## config.mk

```make
export PLATFORM = sky130hd
export DESIGN_NAME = ioctl_region_loader
export DESIGN_NICKNAME = d
export VERILOG_FILES = /design/src/rtl/ioctl_region_loader.sv
export SDC_FILE = /design/constraint.sdc
export NUM_CORES = 1
export LEC_CHECK = 0
export BUFFER_PORTS_ARGS = -buffer_cell sky130_fd_sc_hd__buf_2
export CORE_MARGIN = 2
export CORE_UTILIZATION = 30
export CTS_CLUSTER_DIAMETER = 120
export DETAILED_ROUTE_END_ITERATION = 10
export MAX_ROUTING_LAYER = met4
export PLACE_DENSITY_LB_ADDON = 0.3
export SYNTH_ARGS = -nofsm -noshare
export SYNTH_HDL_FRONTEND = slang
export SYNTH_SLANG_ARGS = --single-unit
```

## constraint.sdc

```tcl
create_clock -name clk_sys -period 3.14 [get_ports clk_sys]
set_clock_uncertainty 0.2 [all_clocks]
set_input_delay 0.471 -clock clk_sys [delete_from_list [all_inputs] [get_ports clk_sys]]
set_output_delay 0.471 -clock clk_sys [all_outputs]
set_load 0.01 [all_outputs]
```

## src/rtl/ioctl_region_loader.sv

```systemverilog
// Host ioctl download loader: maps a download index onto a memory region,
// optionally byte-swaps, buffers words in a FWFT FIFO and issues req/ack writes.
module ioctl_region_loader #(
  parameter int                    DW          = 16,
  parameter int                    AW          = 25,
  parameter int                    DEPTH       = 4,
  parameter int                    NREGION     = 4,
  parameter logic [NREGION*AW-1:0] REGION_BASE = {NREGION{AW'(0)}},
  parameter logic [NREGION-1:0]    REGION_SWAP = NREGION'(1)
) (
  input  logic          clk_sys,
  input  logic          reset_n,
  input  logic          ioctl_download,
  input  logic [7:0]    ioctl_index,
  input  logic          ioctl_wr,
  input  logic [24:0]   ioctl_addr,
  input  logic [DW-1:0] ioctl_dout,
  output logic          ioctl_wait,
  output logic          mem_req,
  output logic [AW-1:0] mem_addr,
  output logic [DW-1:0] mem_din,
  input  logic          mem_ack,
  output logic          busy,
  output logic          done,
  output logic [23:0]   words,
  output logic          err_unmapped,
  output logic          err_overflow
);

  localparam int PW = (DEPTH > 1) ? $clog2(DEPTH) : 1;
  localparam logic [PW:0] FULL_CNT = (PW+1)'(DEPTH);
  localparam logic [PW:0] WAIT_CNT = (PW+1)'(DEPTH - 1);
  localparam logic [6:0]  NREG7    = 7'(NREGION);

  typedef enum logic [1:0] {IDLE, LOAD, DRAIN} state_t;

  state_t        state_q, state_d;
  logic          dl_q, dl_d;
  logic [5:0]    region_q, region_d;
  logic          mapped_q, mapped_d;
  logic [PW-1:0] wr_ptr_q, wr_ptr_d, rd_ptr_q, rd_ptr_d;
  logic [PW:0]   count_q, count_d;
  logic [AW-1:0] addr_mem_q [DEPTH];
  logic [AW-1:0] addr_mem_d [DEPTH];
  logic [DW-1:0] data_mem_q [DEPTH];
  logic [DW-1:0] data_mem_d [DEPTH];
  logic [23:0]   words_q, words_d;
  logic          done_q, done_d;
  logic          wait_q, wait_d;
  logic          busy_q, busy_d;
  logic          err_unmapped_q, err_unmapped_d;
  logic          err_overflow_q, err_overflow_d;

  logic          rise, fall, pop, push, wr_ok, full, start, idx_mapped, swap_sel;
  logic [AW-1:0] base;
  logic [DW-1:0] dout_swapped;
  logic          unused_idx_hi;

  assign unused_idx_hi = ^ioctl_index[7:6];

  always_comb begin
    state_d        = state_q;
    dl_d           = ioctl_download;
    region_d       = region_q;
    mapped_d       = mapped_q;
    wr_ptr_d       = wr_ptr_q;
    rd_ptr_d       = rd_ptr_q;
    count_d        = count_q;
    addr_mem_d     = addr_mem_q;
    data_mem_d     = data_mem_q;
    words_d        = words_q;
    done_d         = 1'b0;
    err_unmapped_d = err_unmapped_q;
    err_overflow_d = err_overflow_q;
    start          = 1'b0;

    rise       = ioctl_download && !dl_q;
    fall       = !ioctl_download && dl_q;
    idx_mapped = {1'b0, ioctl_index[5:0]} < NREG7;
    full       = (count_q == FULL_CNT);
    pop        = (count_q != '0) && mem_ack;
    wr_ok      = (state_q == LOAD) && ioctl_wr && mapped_q;
    // A full FIFO still accepts a write when the head leaves in the same cycle.
    push       = wr_ok && (!full || pop);
    if (wr_ok && full && !pop) err_overflow_d = 1'b1;

    base     = '0;
    swap_sel = 1'b0;
    for (int i = 0; i < NREGION; i++) begin
      if (region_q == 6'(i)) begin
        base     = REGION_BASE[i*AW +: AW];
        swap_sel = REGION_SWAP[i];
      end
    end
    dout_swapped = ioctl_dout;
    for (int b = 0; b < DW/8; b++) dout_swapped[b*8 +: 8] = ioctl_dout[(DW/8-1-b)*8 +: 8];

    if (push) begin
      addr_mem_d[wr_ptr_q] = base + AW'(ioctl_addr);
      data_mem_d[wr_ptr_q] = swap_sel ? dout_swapped : ioctl_dout;
      wr_ptr_d             = wr_ptr_q + 1'b1;
      words_d              = words_q + 24'd1;
    end
    if (pop) rd_ptr_d = rd_ptr_q + 1'b1;
    if (push && !pop)      count_d = count_q + 1'b1;
    else if (!push && pop) count_d = count_q - 1'b1;

    case (state_q)
      IDLE:  if (rise) start = 1'b1;
      LOAD:  if (fall) state_d = DRAIN;
      DRAIN: begin
        // Completion is judged on the post-pop occupancy so done follows the last ack by one cycle.
        if (count_d == '0) begin
          done_d = 1'b1;
          if (ioctl_download) start = 1'b1;
          else                state_d = IDLE;
        end
      end
      default: state_d = IDLE;
    endcase

    if (start) begin
      state_d  = LOAD;
      region_d = ioctl_index[5:0];
      mapped_d = idx_mapped;
      words_d  = '0;
      if (!idx_mapped) err_unmapped_d = 1'b1;
    end

    wait_d = (state_d == DRAIN) || (count_d >= WAIT_CNT);
    busy_d = (state_d != IDLE);
  end

  always_ff @(posedge clk_sys or negedge reset_n) begin
    if (!reset_n) begin
      state_q        <= IDLE;
      dl_q           <= 1'b0;
      region_q       <= '0;
      mapped_q       <= 1'b0;
      wr_ptr_q       <= '0;
      rd_ptr_q       <= '0;
      count_q        <= '0;
      for (int i = 0; i < DEPTH; i++) begin
        addr_mem_q[i] <= '0;
        data_mem_q[i] <= '0;
      end
      words_q        <= '0;
      done_q         <= 1'b0;
      wait_q         <= 1'b0;
      busy_q         <= 1'b0;
      err_unmapped_q <= 1'b0;
      err_overflow_q <= 1'b0;
    end else begin
      state_q        <= state_d;
      dl_q           <= dl_d;
      region_q       <= region_d;
      mapped_q       <= mapped_d;
      wr_ptr_q       <= wr_ptr_d;
      rd_ptr_q       <= rd_ptr_d;
      count_q        <= count_d;
      addr_mem_q     <= addr_mem_d;
      data_mem_q     <= data_mem_d;
      words_q        <= words_d;
      done_q         <= done_d;
      wait_q         <= wait_d;
      busy_q         <= busy_d;
      err_unmapped_q <= err_unmapped_d;
      err_overflow_q <= err_overflow_d;
    end
  end

  assign ioctl_wait   = wait_q;
  assign mem_req      = (count_q != '0);
  assign mem_addr     = addr_mem_q[rd_ptr_q];
  assign mem_din      = data_mem_q[rd_ptr_q];
  assign busy         = busy_q;
  assign done         = done_q;
  assign words        = words_q;
  assign err_unmapped = err_unmapped_q;
  assign err_overflow = err_overflow_q;

endmodule

```

Word level (Yosys, flattened, before mapping)
Index checks and enable logic that the tools add are counted.
{"block": "totals", "input_bits": 54, "register_bits": 210}
{"block": "op_classes", "n_bitwise": 3, "add_sub_neg": 5, "n_eq_ne": 7, "magnitude_cmp": 5, "reduce_logical": 25, "muxes": 32}
{"op": "$bwmux 100", "count": 1}
{"op": "$mux 25", "count": 3}
{"op": "$bwmux 64", "count": 1}
{"op": "$mux 16", "count": 4}
{"op": "$bmux 25 s2", "count": 1}
{"op": "$demux 25 s2", "count": 1}
{"op": "$mux 24", "count": 2}
{"op": "$bmux 16 s2", "count": 1}
{"op": "$demux 16 s2", "count": 1}
{"op": "$add 24x1->24 const B", "count": 1}
{"op": "$eq 6x2->1 const B", "count": 2}
{"op": "$logic_and 1x1->1", "count": 11}
{"op": "$mux 1", "count": 9}
{"op": "$mux 2", "count": 4}
{"op": "$eq 6x1->1 const B", "count": 1}
{"op": "$ge 3x3->1 const B", "count": 2}
{"op": "$logic_not 6->1", "count": 1}
{"op": "$lt 6x3->1 const B", "count": 1}
{"op": "$mux 3", "count": 2}
{"op": "$not 2->3", "count": 2}
{"op": "$pmux 2 s3", "count": 1}
{"op": "$logic_not 1->1", "count": 5}
{"op": "$add 2x1->2 const B", "count": 2}
{"op": "$eq 2x2->1 const B", "count": 2}
{"op": "other kinds (14)", "count": 16}

Longest topological paths before layout
Gate-level depths: netlist of the first run.
{"block": "logic_depth", "word_depth": 14, "mapped_depth": 11, "mapped_depth_nobuf": 8}

Least setup slack after synthesis of the first run
OpenSTA, ideal clock, no wires.
{"block": "synth_timing", "path_kind": "flip-flop to flip-flop", "start": "register count_q[1]", "end": "register region_q[3]", "t_arrival_ns": 2.299, "path_stages_with_launch": 11, "setup_time_ns": 0.125, "required_time_ns": 2.815, "setup_slack_ns": 0.516, "period_less_slack_ns": 2.624, "n_path_buf": 2, "cell_sequence": "dfrtp_1 -> inv_1 -> ha_1 -> clkbuf_2 -> nor2b_1 -> a211o_1 -> or3_4 -> a31oi_4 -> a31o_4 -> buf_12 -> mux2_4"}
{"block": "synth_between", "elab_chain_cells": 11}
{"item": "start: declaration", "line_no": "42", "rtl": "logic [PW:0] count_q, count_d;"}
{"item": "start signal: assignment", "line_no": "160", "rtl": "count_q <= count_d;"}
{"item": "$eq 3x3->1 / $reduce_bool 3->1 (equally long branches)", "line_no": "80, 81"}
{"item": "$logic_not 1->1 / $logic_and 1x1->1 (equally long branches)", "line_no": "84, 81"}
{"item": "$logic_or 1x1->1", "line_no": "84", "rtl": "push = wr_ok && (!full || pop);"}
{"item": "$logic_and 1x1->1", "line_no": "84"}
{"item": "$logic_not 1->1", "line_no": "106", "rtl": "else if (!push && pop) count_d = count_q - 1'b1;"}
{"item": "$logic_and 1x1->1", "line_no": "106"}
{"item": "$mux 3", "line_no": "106"}
{"item": "$mux 3 (*)", "line_no": "105", "rtl": "if (push && !pop) count_d = count_q + 1'b1;"}
{"item": "$logic_not 3->1 (*)", "line_no": "113", "rtl": "if (count_d == '0) begin"}
{"item": "$mux 1 (*)", "line_no": "113"}
{"item": "$pmux 1 s2 (*)", "line_no": "108", "rtl": "case (state_q)"}
{"item": "end signal: assignment", "line_no": "156", "rtl": "region_q <= region_d;"}
{"item": "end: declaration", "line_no": "39", "rtl": "logic [5:0] region_q, region_d;"}
Every way passes the cells marked *; elsewhere a longest branch is shown, timed or not.
A chain may end at the register's enable or synchronous reset.

Worst setup path in the final report of the first run
{"block": "layout_timing", "start": "register count_q[1]", "end": "register region_q[5]"}
The elaborated chain is that of the path after synthesis.

==> results of run 1 <==
==> power groups by stage <==
stage	sequential (mW)	combinational, mW	clock (mW)
6_report	4.08	2.90	2.93
5_1_grt	4.21	3.20	3.15
2_1_floorplan	3.91	2.16	0
3_3_place_gp	4.11	2.90	0
4_1_cts	4.09	2.96	3.04
3_5_place_dp	4.14	2.94	0
==> logic make-up (layout without fill, tap and decap cells) <==
group,after synthesis,after routing
AO/OA/AOI/OAI,87,87
AND/OR/NAND/NOR,162,162
buffers and inverters,52,199
XOR/XNOR,27,27
adder cells (fa/ha/maj),8,8
multiplexers,165,165
flip-flops,210,210
==> layer usage <==
layer | up-vias | wire length, um | share of wire | global-route usage
met1 | 2993 | 9646 | 0.46 | 0.1715
met2 | 86 | 10010 | 0.48 | 0.2204
li1 | 2802 | - | - | -
met3 | 30 | 676 | 0.032 | 0.02046
met4 | 0 | 528 | 0.025 | 0.03613
met5 | - | 0 | 0 | -
==> flip-flops by register name, summed over array words and instances, names as in the netlist <==
| name | count |
|---|---|
| data_mem_q | 64 |
| addr_mem_q | 100 |
| rd_ptr_q | 2 |
| dl_q | 1 |
| err_unmapped | 1 |
| wr_ptr_q | 2 |
| err_overflow | 1 |
| count_q | 3 |
| busy | 1 |
| state_q | 2 |
| done | 1 |
| ioctl_wait | 1 |
| region_q | 6 |
| words | 24 |
| mapped_q | 1 |
==> layout make-up <==
cell class	instances	area share
sequential	210	0.4547
clock buffer	34	0.06135
timing repair buffer	150	0.08321
inverter	7	0.002272
tap	402	0.04350
multi-input combinational	449	0.3448
clock inverter	8	0.01017
==> cell usage after synthesis (all sizes together), types with 7 or more instances <==
master	number	area, um^2
nand3	9	45.04
nor2	29	183.9
clkbuf	23	87.58
o21ai	70	350.3
mux4	41	923.4
buf	22	147.6
nand2	86	322.8
inv	7	26.28
xor2	19	166.4
mux2	106	1201
dfrtp	210	5255
mux2i	18	180.2
ha	8	100.1
xnor2	8	70.07
==> placed cells by master (no fill, tap or decap), drive strengths merged, types with 2 or more instances in the layout <==
| master | netlist | layout |
|---|---|---|
| and4 | 4 | 4 |
| and2 | 2 | 2 |
| o21ai | 70 | 70 |
| inv | 7 | 7 |
| dfrtp | 210 | 210 |
| clkinv | 0 | 4 |
| nor2 | 29 | 29 |
| nand4 | 6 | 6 |
| clkbuf | 23 | 35 |
| nand2b | 3 | 3 |
| a21oi | 6 | 6 |
| dlygate4sd3 | 0 | 8 |
| nand3 | 9 | 9 |
| xnor2 | 8 | 8 |
| nor3 | 4 | 4 |
| mux2i | 18 | 18 |
| nor4b | 2 | 2 |
| mux4 | 41 | 41 |
| bufinv | 0 | 3 |
| ha | 8 | 8 |
| nor2b | 2 | 2 |
| xor2 | 19 | 19 |
| mux2 | 106 | 106 |
| nand2 | 86 | 86 |
| a21o | 2 | 2 |
| buf | 22 | 141 |
| and3 | 4 | 4 |
==> critical path, stage by stage (launching register included) <==
cell,delay [ns]
dfrtp_1,0.40
inv_1,0.17
ha_1,0.38
nor2b_1,0.10
a211o_1,0.27
or3_4,0.36
a31oi_4,0.19
a31o_4,0.27
mux2_2,0.36
==> per-stage QoR <==
| stage | cells | worst slack [ns] | cell area [um^2] |
|---|---|---|---|
| 2_1_floorplan | 711 | 0.5163 | 9494 |
| 3_3_place_gp | 1210 | 0.3454 | 10660 |
| 3_5_place_dp | 1210 | 0.3271 | 10660 |
| 4_1_cts | 1260 | 0.2319 | 11560 |
| 5_1_grt | 1260 | 0.1585 | 11560 |
| 6_report | 1260 | 0.3200 | 11560 |
==> final timing paths <==
| check | startpoint | end | slack [ns] | depth (start not counted) |
|---|---|---|---|---|
| max | count_q[1] | region_q[5] | 0.32 | 8 |
| min | ioctl_addr[3] | addr_mem_q[78] | 0.03 | 2 |
| max reg2reg | count_q[1] | region_q[5] | 0.32 | 8 |
| min reg2reg | err_unmapped | err_unmapped | 0.25 | 1 |
| max in group asynchronous | reset_n | addr_mem_q[17] | 1.70 | 3 |
| min in group asynchronous | reset_n | addr_mem_q[31] | 0.28 | 2 |
==> timing repair <==
action / in CTS / in global routing
hold buffers: 8 / 0
hold endpoints to repair: 56 / 0
setup endpoints to repair: 0 / 0
setup buffers: 0 / 0
==> flow_summary.toml, run 1 <==
[power]
irDropWorstVdd_v = 0.0003732
p_sw_frac = 0.3006
clkPwrFrac = 0.296
p_sw_mw = 2.977
power_density_nw_per_um2 = 856.4
power_leakage_nw = 5.626
p_comb_frac = 0.293
finalPower_mw = 9.903
internal_power_mw = 6.926
seqPwrFrac = 0.412

[cts]
cts_buffer_depth = 3
cts_tree = "yes"
cts_buffers = 25
cts-htree-levels = 1
clk-insertion-delay-late_ns = 0.52
path_clk_slew_ns = 0.06
cts_resized = 0
cts-root-buf = "clkbuf_16"
clkSinkCount = 210

[global_routing]
grt_pass1_vias = 6312
grt-ovfl-total = 0
grt_max_degree = 66
track_usage = 0.1333
grt_pass1_wl_um = 34330
antenna_found_initial = 0

[floorplan]
fp.dieW_um = 181.9
dieArea_um2 = 33090
coreArea_um2 = 31390
rows = 65
die_y_um = 181.9
start_util = 0.3024
io_pins = 125

[job]
maxCapViolCount = 0

[logic_synthesis]
ys_seq_elements = 210
synth_top_family_by_area = "multiplexers"
yosys.area_share.xor_xnor = 0.02491
synth-edff-count = 0
async_flop_share = 1.000
synth_adder_area_share = 0.01054
syn_inst = 711
muxShareOfSynthArea = 0.2428
syn_avg_cell_area_um2 = 13.35
synth-simple-area-share = 0.08737
synth_nets = 773
synth_compound_area_frac = 0.05337
ys.flop_type = "dfrtp_1"
ys_seq_area_frac = 0.5535
synth_area_um2 = 9494
synth_cell_types = 52
synth_warnings = 0

[timing]
clock.fmax_mhz = 354.6
rsz0062_at_grt = "false"
tns_ns = 0
hold_viol = 0
whs_ns = 0.03071
drv_slew = 0
min_period_ns = 2.820
maxSlewHeadroom = 0.6171
setup-violations-final = 0
worst_pin_slew_ns = 0.5699
min_period_over_period = 0.8981

[routing]
ant_nets = 0
vias = 5911
post_drt_wl_per_cell_um = 16.56
drt_iter0_markers = 199
drc = 0
firstDrtPassIters = 4
viasPerCell = 4.691
routed_wirelength_um = 20860

[cells_and_area]
multiInputGateArea_um2 = 3988
utilization = 0.3684
regArea_um2 = 5258
nets = 905
area_delta_synth_final_pct = 21.80
nFillCells = 3029
drive_gt1_frac = 0.4079
antenna_cells = 0

[placed_design]
dp.final_hpwl_um = 13060
place_congestion = 0.7510
portBuffers = 122

[status]
status = "complete, no violations"

[critical_path]
end_kind = "flop"
critPathKind = "reg -> reg"
critPathArrivalTime_ns = 3.01
worstPathMaxFanout = 9
required_ns = 3.33
crit_path_start_kind = "flop"

[min_path]
hold_class = "in -> reg"
No activity file was read; power rests on OpenSTA's default activity.
==> run 2: changes to the inputs <==
--- a/config.mk
+++ b/config.mk
@@ -17 +17,2 @@
 export SYNTH_SLANG_ARGS = --single-unit
+export TNS_END_PERCENT = 10
==> constraint.sdc (replaced) <==
create_clock -name clk_sys -period 3.14 [get_ports clk_sys]
set_clock_uncertainty 0.2 [all_clocks]
set_input_delay 0.628 -clock clk_sys [delete_from_list [all_inputs] [get_ports clk_sys]]
set_output_delay 0.628 -clock clk_sys [all_outputs]
set_load 0.01 [all_outputs]
==> run 2 against run 1 <==
Net effect: flip-flop and latch count unchanged; sequential power about the same; sequential share of layout area is 0.099 points higher; global-route usage about the same; critical path type is now reg -> out.
==> flow_summary.toml, run 2 (synthesis results as in run 1) <==
[status]
status = "complete, no violations"

[global_routing]
grt_max_degree = 80
grt_pass1_wl_um = 34230
track_usage = 0.1331
grt-ovfl-total = 0
grt_pass1_vias = 6205
antenna_found_initial = 0

[floorplan]
io_pins = 125
start_util = 0.3024
fp.dieW_um = 181.9
dieArea_um2 = 33090
rows = 65
die_y_um = 181.9
coreArea_um2 = 31390

[critical_path]
worstPathMaxFanout = 26
required_ns = 2.31
critPathArrivalTime_ns = 2.16
critPathKind = "reg -> out"
end_kind = "output pin"
crit_path_start_kind = "flop"

[timing]
clock.fmax_mhz = 334.6
maxSlewHeadroom = 0.6413
tns_ns = 0
whs_ns = 0.07780
setup-violations-final = 0
min_period_over_period = 0.9519
drv_slew = 0
worst_pin_slew_ns = 0.5340
hold_viol = 0
rsz0062_at_grt = "false"
worst_slack_ns = 0.1510
min_period_ns = 2.989

[cells_and_area]
layout_common_cells = "208 x dfrtp_1, 121 x buf_2, 104 x mux2_2"
final_cell_area_um2 = 11540
drive_gt1_frac = 0.4131
utilization = 0.3676
fin_cells = 1254
antenna_cells = 0
final_common_cell = "dfrtp_1"
regMostFlops = "addr_mem_q"
area_delta_synth_final_pct = 21.53
nets = 897
largest_reg_flops = 100

[power]
irDropWorstVdd_v = 0.0003696
power_density_nw_per_um2 = 867.7
finalPower_mw = 10.01
power_leakage_nw = 5.618

[job]
maxCapViolCount = 0

[routing]
firstDrtPassIters = 4
drc = 0
highest_layer = "met4"
route.met3.wl_um = 851
vias = 5827
wl_met1_um = 9647
dr_wl_met2_um = 9832
drt_iter0_markers = 184
post_drt_wl_per_cell_um = 16.56
routed_wirelength_um = 20770
viasPerCell = 4.647
ant_nets = 0

[placed_design]
dp.final_hpwl_um = 13200
dp_cells = 1209
portBuffers = 122
place_ws_ns = 0.3024
post_dp_cell_area_um2 = 10650
place_congestion = 0.7300

[cts]
postCtsSetupBuffers = 0
cts_buffers = 25
cts_tree = "yes"
path_clk_slew_ns = 0.06
clk-insertion-delay-late_ns = 0.54
cts_resized = 0
cts-root-buf = "clkbuf_16"
clkSinkCount = 210
cts-htree-levels = 1
cts_buffer_depth = 3

[min_path]
hold_class = "in -> reg"
-- run 2: cell types whose count changed in the layout (fill, tap and decap cells not counted) --
cell / delta
dlygate4sd3_1: -7
inv_16: +1
clkinv_2: -1
buf_4: -1
clkbuf_1: -1
clkbuf_8: +3
-- run 2: critical path, stage by stage (launching register included) --
cell     delay (ns)
dfrtp_2        0.59
buf_12         0.29
mux4_2         0.56
buf_2          0.16
-- run 2: worst paths after layout --
kind,startpoint,endpoint,slack [ns],cells past startpoint
max,rd_ptr_q[0],mem_addr[0],0.15,3
min,ioctl_download,dl_q,0.08,1
max reg2reg,count_q[1],region_q[2],0.26,8
min reg2reg,err_unmapped,err_unmapped,0.25,1
max in group asynchronous,reset_n,addr_mem_q[92],1.65,3
min in group asynchronous,reset_n,addr_mem_q[78],0.34,2
-- run 2: area by class of cell --
type / count / area (um^2)
timing repair buffer: 142 / 884.6
tap: 402 / 503.0
fill: 3085 / 19850
clock inverter: 8 / 132.6
inverter: 7 / 26.28
multi-input combinational: 449 / 3988
clock buffer: 36 / 747.0
sequential: 210 / 5258
-- run 2: where the power goes --
group          switching, mW  total, mW  internal (mW)  leakage, nW
combinational           1.34       2.88           1.54         2.37
clock                   1.15       3.05           1.90        0.433
sequential             0.518       4.08           3.57         2.81
total                   3.01       10.0           7.00         5.62
-- run 2: routing by layer --
layer,GRT usage,up-vias
met1,0.1755,2909
met3,0.02327,39
met2,0.2136,98
li1,-,2781
met4,0.03484,0
met5,-,-
-- run 2: what timing repair did --
item                                   CTS  global route
endpoints found under the hold margin   26             0
setup endpoints to repair                0             0
hold buffers                             1             0
==> run 3: changes to the inputs <==
Clock period 3.14 ns to 2.8 ns, I/O delays scaled along.
==> run 3 against run 2 <==
Net effect: count of clock-buffer cells in the layout is 4 lower; sequential power rose by 10%; combinational power up 18%; flip-flop and latch count did not move; critical path depth stayed put; setup slack worse by 0.0027 ns; sequential share of layout area fell by 0.31 points; register-to-register slack lost 0.09 ns; cell area is 0.68% higher; first-iteration DRC count up 6.5%; core utilization up 0.25 points; via count up 1.3%; highest routed layer unchanged.
==> flow_summary.toml, run 3 (synthesis results as in run 1) <==
[critical_path]
end_kind = "output pin"
path_delay_family = "multiplexers"
required_ns = 2.04
timing.rr.end = "region_q[0]"
cp_slowest_cell = "mux4_2"
crit-reg2reg-launch = "count_q[1]"
max_stage_delay_ns = 0.58
crit_path_start_kind = "flop"
rrSetupSlack_ns = 0.17
critPathKind = "reg -> out"
r2r_cells = 8
path_cells = "buf_12 -> mux4_2 -> buf_2"
critPathArrivalTime_ns = 1.89
cp.buffers_inverters = 2
worstPathMaxFanout = 21

[global_routing]
grt-ovfl-total = 0
grt_max_degree = 57
met1_usage = 0.1759
grtUsageMet2 = 0.2181
antenna_found_initial = 0
use_met3 = 0.02146
track_usage = 0.1339
grt_pass1_wl_um = 34560
busiest_layer = "met2"
grt_pass1_vias = 6176

[power]
clkPwrFrac = 0.295
p_comb_frac = 0.304
power_leakage_nw = 5.665
p_sw_mw = 3.361
seqPwrFrac = 0.401
finalPower_mw = 11.20
p_sw_frac = 0.3000
power_density_nw_per_um2 = 964.3
internal_power_mw = 7.842
irDropWorstVdd_v = 0.0006087

[floorplan]
coreArea_um2 = 31390
dieArea_um2 = 33090
rows = 65
io_pins = 125
fp.dieW_um = 181.9
start_util = 0.3024
die_y_um = 181.9

[status]
status = "complete, no violations"

[timing]
whs_ns = 0.07464
min_period_over_period = 0.9471
worst_slack_ns = 0.1482
tns_ns = 0
worst_pin_slew_ns = 0.4516
setup-violations-final = 0
clock.fmax_mhz = 377.1
maxSlewHeadroom = 0.6903
rsz0062_at_grt = "false"
hold_viol = 0
drv_slew = 0
min_period_ns = 2.652

[cells_and_area]
fin_cells = 1265
utilization = 0.3701
nets = 908
final_cell_area_um2 = 11620
drive_gt1_frac = 0.4218
regMostFlops = "addr_mem_q"
antenna_cells = 0
area_delta_synth_final_pct = 22.36
largest_reg_flops = 100
layout_common_cells = "208 x dfrtp_1, 121 x buf_2, 104 x mux2_2"
final_common_cell = "dfrtp_1"

[cts]
cts_buffer_depth = 3
cts_tree = "yes"
path_clk_slew_ns = 0.06
clk-insertion-delay-late_ns = 0.52
clkSinkCount = 210
cts_buffers = 25
cts-htree-levels = 1
cts-root-buf = "clkbuf_16"

[routing]
vias = 5904
post_drt_wl_per_cell_um = 16.46
drc = 0
ant_nets = 0
viasPerCell = 4.667
routed_wirelength_um = 20820
firstDrtPassIters = 4
drt_iter0_markers = 196

[placed_design]
dp.final_hpwl_um = 13330
portBuffers = 122
place_congestion = 0.7633
place_ws_ns = 0.1474
dp_cells = 1218
post_dp_cell_area_um2 = 10740

[min_path]
hold_class = "in -> reg"
min-delay-start = "ioctl_index[1]"
worstHoldEndpoint = "region_q[1]"
hold_depth = 2

[job]
maxCapViolCount = 0
## run 3: changes by cell type in the layout (fill, tap and decap cells not counted), sizes merged
cell         before  now
clkinvlp          1    2
dlygate4sd3       1    2
clkbuf           37   33
buf             140  150
clkinv            3    6
## run 3: worst max-delay path by stage
stage | startpoint | endpoint | slack (ns) | cells past startpoint
floorplan | count_q[1] | region_q[3] | 0.18 | 10
global placement | count_q[1] | region_q[2] | 0.15 | 9
detailed placement | count_q[1] | region_q[2] | 0.15 | 9
CTS | rd_ptr_q[0] | mem_din[3] | 0.08 | 3
global route | count_q[1] | region_q[2] | 0.03 | 8
finish | rd_ptr_q[0] | mem_din[3] | 0.15 | 3
## run 3: power groups by stage
stage	registers [mW]	clock network [mW]	logic [mW]
4_1_cts	4.50	3.43	3.49
6_report	4.50	3.30	3.41
3_5_place_dp	4.55	0	3.48
3_3_place_gp	4.52	0	3.44
2_1_floorplan	4.39	0	2.43
5_1_grt	4.63	3.56	3.78
## run 3: routing by layer
metal  vias up  share of wire
li1       2816              -
met1      2961           0.47
met2        97           0.48
met3        30          0.035
met4         0          0.021
met5         -              0
## run 3: cell type report
| type | instances | area [um^2] |
|---|---|---|
| Fill cell | 3068 | 19780 |
| Sequential cell | 210 | 5258 |
| Multi-Input combinational cell | 449 | 3990 |
| Timing Repair Buffer | 153 | 994.7 |
| Clock buffer | 32 | 701.9 |
| Tap cell | 402 | 503.0 |
| Clock inverter | 12 | 143.9 |
| Inverter | 7 | 26.28 |
## run 3: timing repair
item,in CTS,in global routing
setup endpoints to repair,0,20
hold buffers,2,0
hold endpoints to repair,31,0
setup buffers,0,1
gates resized for setup,0,1
